## src/rtl/hyper_eot_router.sv

```systemverilog
// hyper_eot_router
// Multi-channel read/write EOT classifier. Each channel keeps a small FIFO of
// direction tags (1 = read, 0 = write) that uDMA RX/TX events push. Each
// controller EOT pops one tag and turns it into a read-EOT or write-EOT pulse.
// Within a cycle the pop happens before the pushes. When the FIFO is empty, an
// EOT takes the first tag pushed in the same cycle. If nothing is pushed, it
// falls back to the last direction seen and pulses udf.
// All outputs are registered.

module hyper_eot_router #(
  parameter  int NB_CH = 2,
  parameter  int DEPTH = 4,
  localparam int CW    = $clog2(DEPTH + 1)
) (
  input  logic                sys_clk_i,
  input  logic                rstn_i,
  input  logic [NB_CH-1:0]    clr_i,
  input  logic [NB_CH-1:0]    rx_evt_i,
  input  logic [NB_CH-1:0]    tx_evt_i,
  input  logic [NB_CH-1:0]    eot_i,
  output logic [NB_CH-1:0]    evt_rx_o,
  output logic [NB_CH-1:0]    evt_tx_o,
  output logic [NB_CH-1:0]    evt_rd_eot_o,
  output logic [NB_CH-1:0]    evt_wr_eot_o,
  output logic [NB_CH-1:0]    ovf_o,
  output logic [NB_CH-1:0]    udf_o,
  output logic [NB_CH*CW-1:0] pending_o
);

  localparam int AW = $clog2(DEPTH);

  // Per-channel next-cycle event pulses, gathered here and registered below
  logic [NB_CH-1:0] w_rdEot;
  logic [NB_CH-1:0] w_wrEot;
  logic [NB_CH-1:0] w_ovf;
  logic [NB_CH-1:0] w_udf;

  for (genvar ch = 0; ch < NB_CH; ch++) begin : g_ch

    logic [DEPTH-1:0] r_fifo;
    logic [AW-1:0]    r_rdPtr;
    logic [AW-1:0]    r_wrPtr;
    logic [CW-1:0]    r_count;
    logic             r_lastDir;

    logic             w_pop;
    logic             w_popTag;
    logic             w_underflow;
    logic             w_overflow;
    logic [1:0]       w_remN;
    logic             w_rem0;
    logic [1:0]       w_keepN;
    logic [CW-1:0]    w_cntAfterPop;
    logic [CW-1:0]    w_free;
    logic [CW-1:0]    w_nextCount;
    logic [AW-1:0]    w_nextRdPtr;
    logic [AW-1:0]    w_wrPtrPlus1;

    // Pop first, then fit the remaining pushes into the slots left after the pop
    always_comb begin
      w_pop         = eot_i[ch];
      w_popTag      = r_lastDir;
      w_underflow   = 1'b0;
      w_overflow    = 1'b0;
      w_cntAfterPop = r_count;
      w_nextRdPtr   = r_rdPtr;
      w_remN        = {1'b0, rx_evt_i[ch]} + {1'b0, tx_evt_i[ch]};
      w_rem0        = rx_evt_i[ch];
      w_keepN       = 2'd0;
      w_free        = '0;
      w_nextCount   = r_count;
      w_wrPtrPlus1  = r_wrPtr + AW'(1);

      if (w_pop) begin
        if (r_count != '0) begin
          w_popTag      = r_fifo[r_rdPtr];
          w_cntAfterPop = r_count - CW'(1);
          w_nextRdPtr   = r_rdPtr + AW'(1);
        end else if (rx_evt_i[ch] || tx_evt_i[ch]) begin
          // Empty FIFO: the EOT consumes the oldest same-cycle push (rx when both)
          w_popTag = rx_evt_i[ch];
          w_remN   = (rx_evt_i[ch] && tx_evt_i[ch]) ? 2'd1 : 2'd0;
          w_rem0   = 1'b0;
        end else begin
          w_underflow = 1'b1;
        end
      end

      w_free = CW'(DEPTH) - w_cntAfterPop;
      if (CW'(w_remN) > w_free) begin
        // At most one slot can be free here; the youngest push is the one dropped
        w_keepN    = w_free[1:0];
        w_overflow = 1'b1;
      end else begin
        w_keepN = w_remN;
      end

      w_nextCount = w_cntAfterPop + CW'(w_keepN);
    end

    // Tag storage, pointers, occupancy and last direction; a flush overrides everything
    always_ff @(posedge sys_clk_i or negedge rstn_i) begin
      if (!rstn_i) begin
        r_fifo    <= '0;
        r_rdPtr   <= '0;
        r_wrPtr   <= '0;
        r_count   <= '0;
        r_lastDir <= 1'b0;
      end else if (clr_i[ch]) begin
        r_rdPtr   <= '0;
        r_wrPtr   <= '0;
        r_count   <= '0;
        r_lastDir <= 1'b0;
      end else begin
        if (w_pop) begin
          r_lastDir <= w_popTag;
        end
        if (w_keepN != 2'd0) begin
          r_fifo[r_wrPtr] <= w_rem0;
        end
        if (w_keepN == 2'd2) begin
          r_fifo[w_wrPtrPlus1] <= 1'b0;
        end
        r_rdPtr <= w_nextRdPtr;
        r_wrPtr <= r_wrPtr + AW'(w_keepN);
        r_count <= w_nextCount;
      end
    end

    assign w_rdEot[ch] = !clr_i[ch] && w_pop && w_popTag;
    assign w_wrEot[ch] = !clr_i[ch] && w_pop && !w_popTag;
    assign w_ovf[ch]   = !clr_i[ch] && w_overflow;
    assign w_udf[ch]   = !clr_i[ch] && w_underflow;

    assign pending_o[ch*CW +: CW] = r_count;

  end

  // Register all event outputs so every pulse lands exactly one cycle after its cause
  always_ff @(posedge sys_clk_i or negedge rstn_i) begin
    if (!rstn_i) begin
      evt_rx_o     <= '0;
      evt_tx_o     <= '0;
      evt_rd_eot_o <= '0;
      evt_wr_eot_o <= '0;
      ovf_o        <= '0;
      udf_o        <= '0;
    end else begin
      evt_rx_o     <= rx_evt_i;
      evt_tx_o     <= tx_evt_i;
      evt_rd_eot_o <= w_rdEot;
      evt_wr_eot_o <= w_wrEot;
      ovf_o        <= w_ovf;
      udf_o        <= w_udf;
    end
  end

endmodule

```

## config.mk

```make
export PLATFORM = sky130hd
export DESIGN_NAME = hyper_eot_router
export DESIGN_NICKNAME = d
export VERILOG_FILES = /design/src/rtl/hyper_eot_router.sv
export SDC_FILE = /design/constraint.sdc
export NUM_CORES = 1
export LEC_CHECK = 0
export ABC_AREA = 1
export ABC_CLOCK_PERIOD_IN_PS = 3900
export CAP_MARGIN = 20
export CORE_UTILIZATION = 55
export CTS_CLUSTER_SIZE = 30
export DETAILED_ROUTE_END_ITERATION = 8
export GPL_TIMING_DRIVEN = 0
export PLACE_DENSITY_LB_ADDON = 0.3
export SLEW_MARGIN = 20
export SYNTH_ARGS = -nofsm -noshare
export SYNTH_HDL_FRONTEND = slang
export SYNTH_SLANG_ARGS = --single-unit
```

## constraint.sdc

```tcl
create_clock -name sys_clk_i -period 3.9 [get_ports sys_clk_i]
set_input_delay 0.585 -clock sys_clk_i [delete_from_list [all_inputs] [get_ports sys_clk_i]]
set_output_delay 0.585 -clock sys_clk_i [all_outputs]
set_load 0.005 [all_outputs]
```

-- After elaboration in Yosys (flattened, before gate mapping)
Index checks and enable logic that the tools add are counted.
- register bits after elaboration: 36
- input bits: 10
- output and inout bits: 18
- add/sub/neg operators: 14
- magnitude comparators: 12
- equal/unequal tests: 2
- mux-type cells: 68
- bitwise logic cells: 4
- reduce and logical (&&, ||, !) cells: 32
- operators with widths (kind ; count):
    $mux 1 ; 32
    $mux 2 ; 16
    $mux 4 ; 6
    $lt 2x3->1 const B ; 6
    $mux 3 ; 6
    $logic_and 1x1->1 ; 16
    $reduce_bool 2->1 ; 6
    $add 2x1->2 const B ; 4
    $and 4x4->4 ; 2
    $bwmux 4 ; 2
    $demux 1 s2 ; 4
    $ge 2x1->1 const B ; 4
    $not 4->4 ; 2
    $add 3x2->3 ; 2
    $gt 2x3->1 ; 2
    $reduce_bool 3->1 ; 2
    $sub 3x1->3 const B ; 2
    $sub 3x3->3 const A ; 2
    $add 1x1->2 ; 2
    $add 2x2->2 ; 2
    $bmux 1 s2 ; 2
    $eq 2x2->1 const B ; 2
    $logic_not 1->1 ; 4
    $reduce_and 2->1 ; 2
    $logic_or 1x1->1 ; 2

-- Depth between registers and ports, before layout
Gate-level depths: netlist of the first run.
- depth after elaboration: 12
- mapped depth: 20
- gate-level depth less buffers: 20

-- Worst setup path before layout of the first run
Ideal clock, no wire load.
- kind: register to register
- start point: register g_ch[1].r_count[0]
- end point: register g_ch[1].r_count[2]
- arrival time: 2944 ps
- required time: 3768 ps
- setup slack: 824 ps
- cell stages (with the launch flop): 17
- buffers on the path: 0
- clock period less this slack: 3076 ps
- cell sequence: dfrtp_1 inv_1 ha_1 nand2_1 nand2_2 o21ai_0 ha_1 inv_1 ha_1 nand2_1 a21boi_1 nand4_1 nand2_4 nor2_1 fa_1 xor2_1 nor2_1
- cells in the longest elaborated chain, start to end: 8
- ends and longest elaborated chain (what ; line ; source):
    start: declaration ; 43 ; logic [CW-1:0] r_count;
    start signal: assignment ; 126 ; r_count <= w_nextCount;
    $sub 3x1->3 / $reduce_bool 3->1 (equally long branches) ; 77, 75 ;
    $mux 3 ; 75 ; if (r_count != '0) begin
    $mux 3 ; 74 ; if (w_pop) begin
    $sub 3x3->3 ; 89 ; w_free = CW'(DEPTH) - w_cntAfterPop;
    $gt 2x3->1 ; 90 ; if (CW'(w_remN) > w_free) begin
    $mux 2 ; 90 ;
    $add 3x2->3 * ; 98 ; w_nextCount = w_cntAfterPop + CW'(w_keepN);
    $mux 3 * ; 109 ; end else if (clr_i[ch]) begin
Every way passes the cells marked *; elsewhere a longest branch is shown, timed or not.
A chain may end at the register's enable or synchronous reset.

-- Worst setup path after layout of the first run
- start point: input port eot_i[1]
- end point: register g_ch[1].r_count[2]
- cells in the longest elaborated chain, start to end: 6
- ends and longest elaborated chain (what ; line ; source):
    start: declaration ; 20 ; input logic [NB_CH-1:0] eot_i,
    $mux 3 ; 74 ;
    $sub 3x3->3 ; 89 ;
    $gt 2x3->1 ; 90 ;
    $mux 2 ; 90 ;
    $add 3x2->3 * ; 98 ;
    $mux 3 * ; 109 ;
Marked as above.

==> summary.md, run 1 <==
| Metric | Value |
|---|---|
| Run status | finished clean |
| Cell Area, Placed | 2659 um^2 |
| Most used flip-flop cell after synthesis | dfrtp_1 |
| Crit Reg-Reg Endpoint | g_ch[1].r_count[2] |
| Routed Antenna Nets | 0 |
| Yosys cell types | 26 |
| Slew headroom | roughly 64% |
| TNS Setup | 0 ns |
| Die area | 4470 um^2 |
| Share of cells above drive strength 1 | 9.483% |
| 1st-pass router iterations | 5 |
| Final setup fails | 0 |
| Initial antenna violation count | 0 |
| Vias in the first global route | 1855 |
| Cts hold-fix bufs | 0 |
| Cell Rows | 23 |
| Ys Warns | 0 |
| Finished Cell Area | approximately 2800 um^2 |
| Req. time, crit path | approximately 4 ns |
| Global-route met2 utilization | between 30% and 40% |
| CP top delay family | adder cells |
| Pin count of the biggest net entering global routing | 20 |
| Synth async-reset ratio | between 90% and 100% |
| Avg Cell Area, Syn | about 7.4 um^2 |
| Worst-path clk slew | about 0.080 ns |
| Postcts setup bufs | 0 |
| FMAX | 272.1 MHz |
| Flop-to-flop setup slack | roughly 0.34 ns |
| Register area share after synthesis | between 30% and 40% |
| Setup Crit Path Kind | in -> reg |
| Clock buffer count from CTS | 5 |
| Lkg Pwr | 1.500 nW |
| N_diodes | 0 |
| Residual DRC | 0 |
| EDFF count, synth | 0 |
| Endpoint class of the critical path | register |
| Post-layout min period | around 3.7 ns |
| Peak supply drop | just under 0.5 mV |
| Cell with the largest stage delay on the worst path | clkdlybuf4s50_1 |
| Gr ovfl total | 0 |
| CTS tree | yes |
| Arr. time, crit path | between 3 and 4 ns |
| Insertion delay to the later sink of the worst-skew pair | 0.29 ns |
| Worst-margin pin slew | roughly 0.54 ns |
| Die span in x | about 67 um |
| CP max FO | 7 |
| Clock Path Buffers | 2 |
| PwrDens | around 850 nW/um^2 |
| Setup repair after global routing missed its margin | no |
| Total vias in the final route | around 2000 |
| FF-to-FF Start | g_ch[1].r_count[0] |
| FF+latch count, synth | 36 |
| Clk_skew | 0.008703 ns |
| Final hold vios | 0 |
| Top cells by area, synth | dfrtp_1 (39%), inv_1 (11%), nand2_1 (10%) |
| Syn nets | 341 |
| Met3 usage | between 6 and 7% |
| Depth of the CTS H-tree | 2 |
| Post-Place Cells | between 300 and 400 |
| WL per Instance | about 12 um |
| Port Buf Inserts | 26 |
| Post-synthesis cell area | roughly 2300 um^2 |
| CTS root buf | clkbuf_8 |
| Number of max-cap violations | 0 |
| Gr usage total | 23.84% |
| Drt total wl | around 4800 um |
| CP Buf/Inv Count | 2 |
| Most numerous cell in the Yosys netlist | inv_1 |
| First-pass GRT wire length | approximately 7900 um |
| Synth top area share | roughly two fifths |
| PnR worst setup slack | between 0.2 and 0.25 ns |
| Startpoint types | input pin |
| Core area | between 4000 and 5000 um^2 |
| 1st-iter DRT viols | 120 |
| Clock Sinks | 36 |
| Via density | between 5 and 6 |
| Top-Level Pins | 28 |
| Detail Placement HPWL | 3627 um |
| Syn Inst Count | 313 |
| Most used routing layer | met2 |
| Initial Util | a little under three fifths |
| Cell taking the most area after synthesis | dfrtp_1 |
| CP peak stage delay | 0.60 ns |
| Post-cts resize count | 0 |
| RePlAce Congestion | between 0.8 and 0.9 |
| Final std cells w/o fill | slightly below 400 |
| Pwr Total | 0.002347 W |
| Worst r2r path cells | 16 |
| Cell Chain, Critical Path | clkdlybuf4s50_1 > nand2_2 > o21ai_0 > ha_1 > inv_1 > ha_1 > nand2_1 > a21boi_1 > nand4_1 > nand2_4 > nor2_1 > fa_1 > xor2_1 > nor2_1 |
| Layout overhead on the synthesized area | 19.74% |
| Final net count | 375 |
| Final-report max-slew violation count | 0 |
| Setup slack at placement | ~0.044 ns |
| Most common library cells after synthesis | inv_1 (66), nand2_1 (64), dfrtp_1 (36) |
| Crit share post-route | a little over nine tenths |
| Worst Hold Class | in -> async |
| Met1 usage | 31.42% |
| Die Ht | around 67 um |
final cells by class:
cell class,count,area [um^2]
plain buffers,2,7.507
clock buffers,5,68.82
clock inverters,3,42.54
fillers,340,1259
inverters,68,255.2
multi-input cells,207,1150
flip-flops and latches,36,900.9
well taps,50,62.56
repair buffers,27,282.8
state kept, by name, summed over array words and instances, names as in the netlist:
register        flops
evt_rd_eot_o        2
evt_rx_o            2
evt_tx_o            2
evt_wr_eot_o        2
g_ch.r_count        6
g_ch.r_fifo         8
g_ch.r_lastDir      2
g_ch.r_rdPtr        4
g_ch.r_wrPtr        4
ovf_o               2
udf_o               2
power breakdown:
group / switching [W] / internal (W)
Clock: 0.000140 / 0.000189
Sequential: 0.0000748 / 0.000491
Combinational: 0.000914 / 0.000539
Total: 0.00113 / 0.00122
worst max path at each step:
stage | endpoint | from | depth (start not counted) | slack, ns
after detailed placement | g_ch[1].r_count[2] | eot_i[1] | 14 | 0.04
after global routing | g_ch[1].r_count[1] | eot_i[1] | 15 | 0.06
after floorplan | g_ch[1].r_count[2] | g_ch[1].r_count[0] | 16 | 0.82
final | g_ch[1].r_count[2] | eot_i[1] | 14 | 0.23
after CTS | g_ch[1].r_count[2] | eot_i[1] | 14 | 0.23
after global placement | g_ch[1].r_count[2] | eot_i[1] | 14 | 0.13
cells by family after synthesis:
| logic type | count (synthesis) | share of synthesized area [%] |
|---|---|---|
| AND/OR/NAND/NOR | 151 | 30.34 |
| XOR/XNOR | 3 | 1.136 |
| AO/OA/AOI/OAI | 35 | 7.842 |
| adder cells (fa/ha/maj) | 18 | 10.38 |
| buffers and inverters | 70 | 11.36 |
| flip-flops | 36 | 38.94 |
worst reg2reg max path, cell delays in order, from the launching register on:
cell and delay, ns:
dfrtp_1 0.38, inv_1 0.08, ha_1 0.23, nand2_1 0.13, nand2_2 0.11, o21ai_0 0.31, ha_1 0.33, inv_1 0.10
ha_1 0.24, nand2_1 0.07, a21boi_1 0.39, nand4_1 0.22, nand2_4 0.15, nor2_1 0.08, fa_1 0.38, xor2_1 0.19
nor2_1 0.06
layout by cell type (no fill, tap or decap), types with 6 or more instances in the layout:
master           instances
inv_1                   66
nand2_1                 64
dfrtp_1                 36
nor2_1                  35
clkdlybuf4s50_1         25
ha_1                    16
nand3_1                 15
a21oi_1                 15
o21ai_0                 14
nand2_2                 11
nor3_1                   9
nand4_1                  6
through the flow:
stage / hold slack [ns] / util (%)
3_3_place_gp: 0.4620 / 65.43
4_1_cts: 0.2605 / 68.76
6_report: 0.2447 / 68.76
3_5_place_dp: 0.4861 / 65.99
2_1_floorplan: 0.2894 / -
5_1_grt: 0.2747 / 68.76
metal layers:
metal	up-vias	wire length, um
met5	-	0
met4	0	51
met3	7	216
met2	37	2230
met1	935	2284
li1	1037	-
Note: power is estimated with default switching activity, not from simulation.
==> run 2, diff against run 1 <==
- CORE_MARGIN: unset -> 2
- CORE_UTILIZATION: 55 -> 40
==> run 2 against run 1 <==
  * Critical path depth did not move
  * Via count decreased by 3.8%
  * Critical path type unchanged
  * Fmax up 2.8%
  * Cell area rose by 0.23%
==> summary.md, run 2 (synthesis results as in run 1) <==
| Metric | Value |
|---|---|
| Worst setup endpoint | g_ch[1].r_count[2] |
| Flop-to-flop setup slack | roughly 0.44 ns |
| TNS Setup | 0 ns |
| Number of max-cap violations | 0 |
| Commonest cells after routing, fill and taps aside | inv_1 (66), nand2_1 (64), dfrtp_1 (36), nor2_1 (35), clkdlybuf4s50_1 (25) |
| Pin count of the biggest net entering global routing | 21 |
| # fillers | ~550 |
| Slew headroom | between 60% and 70% |
| Arr. time, crit path | ~3.7 ns |
| Clock Path Buffers | 2 |
| Initial antenna violation count | 0 |
| Setup repair after global routing missed its margin | no |
| Setup Crit Path Kind | in -> reg |
| Depth of the CTS H-tree | 2 |
| Share of cells above drive strength 1 | 8.908% |
| Cell Rows | 27 |
| Port Buf Inserts | 26 |
| Setup slack at placement | between 0.005 and 0.006 ns |
| Cts hold-fix bufs | 0 |
| RePlAce Congestion | approximately 0.76 |
| Endpoint class of the critical path | register |
| Worst-margin pin slew | around 0.48 ns |
| Top-Level Pins | 28 |
| Worst setup path start | eot_i[1] |
| CTS root buf | clkbuf_8 |
| Startpoint types | input pin |
| Die Ht | 80.05 um |
| Worst r2r path cells | 16 |
| Worst Hold Class | in -> async |
| Largest regs | g_ch.r_fifo x8, g_ch.r_count x6 |
| Top reg by flops | g_ch.r_fifo |
| N_diodes | 0 |
| Final hold vios | 0 |
| 1st-pass router iterations | 4 |
| Crit share post-route | about nine tenths |
| PwrDens | ~810 nW/um^2 |
| Req. time, crit path | 4.05 ns |
| WL per Instance | around 11 um |
| Post-layout min period | between 3 and 4 ns |
| Layout overhead on the synthesized area | 20.01% |
| Total vias in the final route | between 1500 and 2000 |
| Via density | roughly 4.6 |
| PnR worst setup slack | about 0.32 ns |
| Worst-path clk slew | ~0.07 ns |
| Drt total wl | 4475 um |
| Lkg Pwr | 1.491 nW |
| Clock buffer count from CTS | 5 |
| Run status | finished clean |
| Clk_skew | about 0.0043 ns |
| Postcts setup bufs | 0 |
| Die span in x | approximately 80 um |
| Commonest non-fill, non-tap cell in the layout | inv_1 |
| Final-report max-slew violation count | 0 |
| Core area | 5540 um^2 |
| Initial Util | 41.76% |
| Clock Sinks | 36 |
| Routed Antenna Nets | 0 |
| Final net count | roughly 380 |
| Residual DRC | 0 |
| CTS tree | yes |
| Gr ovfl total | 0 |
| Final setup fails | 0 |
| Die area | between 6000 and 7000 um^2 |
| Gr usage total | between 10% and 20% |
| CP max FO | 7 |
| Vias in the first global route | between 1500 and 2000 |
| Crit Reg-Reg Endpoint | g_ch[1].r_count[2] |
| 1st-iter DRT viols | 70 |
| Peak supply drop | about 0.42 mV |
| Insertion delay to the later sink of the worst-skew pair | 0.28 ns |
| Detail Placement HPWL | around 3600 um |
| FMAX | between 200 and 300 MHz |
| Max reg flops | 8 |
| Post-cts resize count | 0 |
| FF-to-FF Start | g_ch[1].r_count[0] |
| First-pass GRT wire length | ~8100 um |
-- run 2: cell types whose count changed in the layout (fill, tap and decap cells not counted), sizes merged --
cell      before  now
clkinv         1    0
clkinvlp       1    0
clkbuf         7   10
bufinv         1    0
-- run 2: worst min path at each step --
stage                         end  slack [ns]
2_1_floorplan     evt_rd_eot_o[0]        0.29
3_3_place_gp    g_ch[1].r_fifo[0]        0.46
3_5_place_dp    g_ch[1].r_fifo[0]        0.46
4_1_cts        g_ch[1].r_count[1]        0.25
5_1_grt         g_ch[1].r_fifo[0]        0.27
6_report       g_ch[1].r_count[0]        0.24
-- run 2: worst max-delay path: stages --
cell and delay (ns):
clkdlybuf4s50_1 0.63, nand2_2 0.15, o21ai_0 0.29, ha_1 0.31, inv_1 0.08, ha_1 0.24
nand2_1 0.06, a21boi_1 0.37, nand4_1 0.20, nand2_4 0.14, nor2_1 0.07, fa_1 0.39
xor2_1 0.16, nor2_1 0.05
-- run 2: where the power goes --
group / leakage, nW / internal, W / total (W) / switching [W]
clock: 0.0455 / 0.000144 / 0.000271 / 0.000127
combinational: 0.986 / 0.000535 / 0.00141 / 0.000871
sequential: 0.459 / 0.000491 / 0.000564 / 0.0000730
total: 1.49 / 0.00117 / 0.00224 / 0.00107
-- run 2: layout make-up --
cell class / count / area (um^2) / share of cell area (%)
Inverter: 68 / 255.2 / 9.193
Timing Repair Buffer: 27 / 282.8 / 10.18
Multi-Input combinational cell: 207 / 1150 / 41.41
Buffer: 2 / 7.507 / 0.2704
Clock buffer: 8 / 90.09 / 3.245
Tap cell: 72 / 90.09 / 3.245
Sequential cell: 36 / 900.9 / 32.45
-- run 2: per-stage QoR --
step	utilization, %	hold WS (ns)	area (um^2)	total power, W	cells
floorplan	-	0.2894	2313	0.001659	313
global placement	48.08	0.4600	2664	0.001955	411
detailed placement	48.49	0.4617	2686	0.001987	412
CTS	50.11	0.2493	2776	0.002272	420
global route	50.11	0.2685	2776	0.002515	420
finish	50.11	0.2420	2776	0.002241	420
-- run 2: per-layer routing --
layer | global-route usage [%] | routed length [um]
met4 | 5.085 | 48
met2 | 28.17 | 2213
met5 | 0 | 0
met3 | 3.596 | 178
met1 | 19.80 | 2035
==> run 3, diff against run 2 <==
- CORE_ASPECT_RATIO: unset -> 1.4
==> run 3 against run 2 <==
  * Clock power grew 20%
  * Setup slack gained 0.029 ns
  * Largest power group unchanged
  * Combinational power is essentially flat
  * Sequential share of layout area shrank 0.10 points
  * Total power grew 2.4%
  * Global-route usage shrank 0.14 points
==> summary.md, run 3 (synthesis results as in run 1) <==
| Metric | Value |
|---|---|
| Run status | finished clean |
| N_diodes | 0 |
| Post-layout min period | 3.547 ns |
| Startpoint types | input pin |
| Crit share post-route | between 90% and 100% |
| TNS Setup | 0 ns |
| Drt total wl | ~4400 um |
| Req. time, crit path | approximately 4.1 ns |
| WL met3 | 108 um |
| CTS root buf | clkbuf_8 |
| CTS tree | yes |
| Number of max-cap violations | 0 |
| Insertion delay to the later sink of the worst-skew pair | between 0.2 and 0.3 ns |
| Layout overhead on the synthesized area | 20.39% |
| Port Buf Inserts | 26 |
| Clock Sinks | 36 |
| RePlAce Congestion | 0.8059 |
| First-pass GRT wire length | between 7000 and 8000 um |
| Slew headroom | roughly two thirds |
| Clock Path Buffers | 2 |
| 1st-pass router iterations | 4 |
| DR top layer | met4 |
| CP peak stage delay | around 0.60 ns |
| Cell with the largest stage delay on the worst path | clkdlybuf4s50_1 |
| Commonest cells after routing, fill and taps aside | inv_1 (66), nand2_1 (64), dfrtp_1 (36), nor2_1 (35), clkdlybuf4s50_1 (25) |
| FMAX | roughly 280 MHz |
| Post-cts resize count | 0 |
| PnR worst setup slack | 0.3532 ns |
| Worst Hold Class | in -> async |
| Initial Util | between 40% and 50% |
| WL per Instance | about 11 um |
| Postcts setup bufs | 0 |
| Endpoint class of the critical path | register |
| Total vias in the final route | approximately 2000 |
| Setup Crit Path Kind | in -> reg |
| Worst-margin pin slew | 0.4841 ns |
| Clock buffer count from CTS | 5 |
| Max reg flops | 8 |
| Die Ht | 93.99 um |
| Cell Rows | 32 |
| Setup slack at placement | approximately 0.0079 ns |
| Pin count of the biggest net entering global routing | 32 |
| Die area | roughly 6400 um^2 |
| Final net count | between 300 and 400 |
| Final setup fails | 0 |
| Largest regs | g_ch.r_fifo x8, g_ch.r_count x6 |
| FF-to-FF Start | g_ch[1].r_count[0] |
| Share of cells above drive strength 1 | a little under a tenth |
| Gr ovfl total | 0 |
| Met2 WL | between 2000 and 2500 um |
| Worst setup path start | eot_i[1] |
| Via density | 4.745 |
| Worst-path clk slew | approximately 0.070 ns |
| PwrDens | just over 800 nW/um^2 |
| Final-report max-slew violation count | 0 |
| Gr usage total | ~16% |
| Flop-to-flop setup slack | around 0.46 ns |
| Clk_skew | 0.007148 ns |
| Initial antenna violation count | 0 |
| Vias in the first global route | ~1900 |
| WL met1 | about 1800 um |
| Crit Reg-Reg Endpoint | g_ch[1].r_count[2] |
| # fillers | 565 |
| Peak supply drop | roughly 0.43 mV |
| Top reg by flops | g_ch.r_fifo |
| Residual DRC | 0 |
| Routed Antenna Nets | 0 |
| Die span in x | a little under 70 um |
| Cell Chain, Critical Path | clkdlybuf4s50_1 > nand2_2 > o21ai_0 > ha_1 > inv_1 > ha_1 > nand2_1 > a21boi_1 > nand4_1 > nand2_4 > nor2_1 > fa_1 > xor2_1 > nor2_1 |
| Commonest non-fill, non-tap cell in the layout | inv_1 |
| Arr. time, crit path | ~3.7 ns |
| 1st-iter DRT viols | a little under 60 |
| Top-Level Pins | 28 |
| Worst r2r path cells | 16 |
| Depth of the CTS H-tree | 2 |
| CP max FO | 7 |
| Lkg Pwr | 1.496 nW |
| Final hold vios | 0 |
| Core area | about 5600 um^2 |
| Cts hold-fix bufs | 0 |
| Detail Placement HPWL | around 3500 um |
| Worst setup endpoint | g_ch[1].r_count[2] |
| Setup repair after global routing missed its margin | no |
-- run 3: changes by cell type in the layout (fill, tap and decap cells not counted), sizes merged --
cell	change
bufinv	+1
clkbuf	-3
clkinv	+1
clkinvlp	+1
-- run 3: where the power goes --
group	leakage (nW)	switching, W	total (W)	internal (W)
Clock	0.0541	0.000137	0.000326	0.000189
Sequential	0.459	0.0000706	0.000561	0.000491
Combinational	0.983	0.000878	0.00141	0.000530
Total	1.50	0.00109	0.00230	0.00121
-- run 3: area by class of cell --
type / instances / area (um^2) / share of cell area [%]
Buffer: 2 / 7.507 / 0.2695
Clock buffer: 5 / 68.82 / 2.471
Clock inverter: 3 / 42.54 / 1.527
Inverter: 68 / 255.2 / 9.164
Multi-Input combinational cell: 207 / 1150 / 41.28
Sequential cell: 36 / 900.9 / 32.35
Tap cell: 68 / 85.08 / 3.055
Timing Repair Buffer: 27 / 275.3 / 9.883
-- run 3: worst min path at each step --
stage | cells past startpoint | slack, ns | from | endpoint
6_report | 1 | 0.12 | rstn_i | g_ch[0].r_wrPtr[0]
5_1_grt | 1 | 0.12 | rstn_i | g_ch[0].r_wrPtr[0]
4_1_cts | 1 | 0.11 | rstn_i | g_ch[0].r_wrPtr[0]
3_5_place_dp | 1 | 0.43 | rstn_i | g_ch[0].r_wrPtr[0]
3_3_place_gp | 2 | 0.46 | g_ch[1].r_fifo[0] | g_ch[1].r_fifo[0]
2_1_floorplan | 0 | 0.29 | rstn_i | evt_rd_eot_o[0]
-- run 3: layer usage --
| layer | vias to the layer above | GRT usage (%) |
|---|---|---|
| li1 | 1032 | - |
| met4 | 0 | 5.000 |
| met3 | 5 | 2.878 |
| met2 | 25 | 31.07 |
| met1 | 912 | 16.53 |
| met5 | - | 0 |
-- run 3: critical path, delay by kind of cell --
family                     cells  cell delay [ns]
AOI/OAI and AO/OA              2             0.64
xor gates and xnor gates       1             0.15
adders and majority gates      3             0.91
buffers and inverters          2             0.69
and+or+nand+nor                6             0.71
-- run 3: through the flow --
step | utilization (%) | area (um^2) | total power (W) | cells | hold WS (ns)
finish | 50.04 | 2785 | 0.002295 | 416 | 0.1180
global route | 50.04 | 2785 | 0.002566 | 416 | 0.1153
CTS | 50.04 | 2785 | 0.002333 | 416 | 0.1130
detailed placement | 48.04 | 2674 | 0.001993 | 408 | 0.4290
global placement | 47.77 | 2659 | 0.001948 | 407 | 0.4586
floorplan | - | 2313 | 0.001659 | 313 | 0.2894
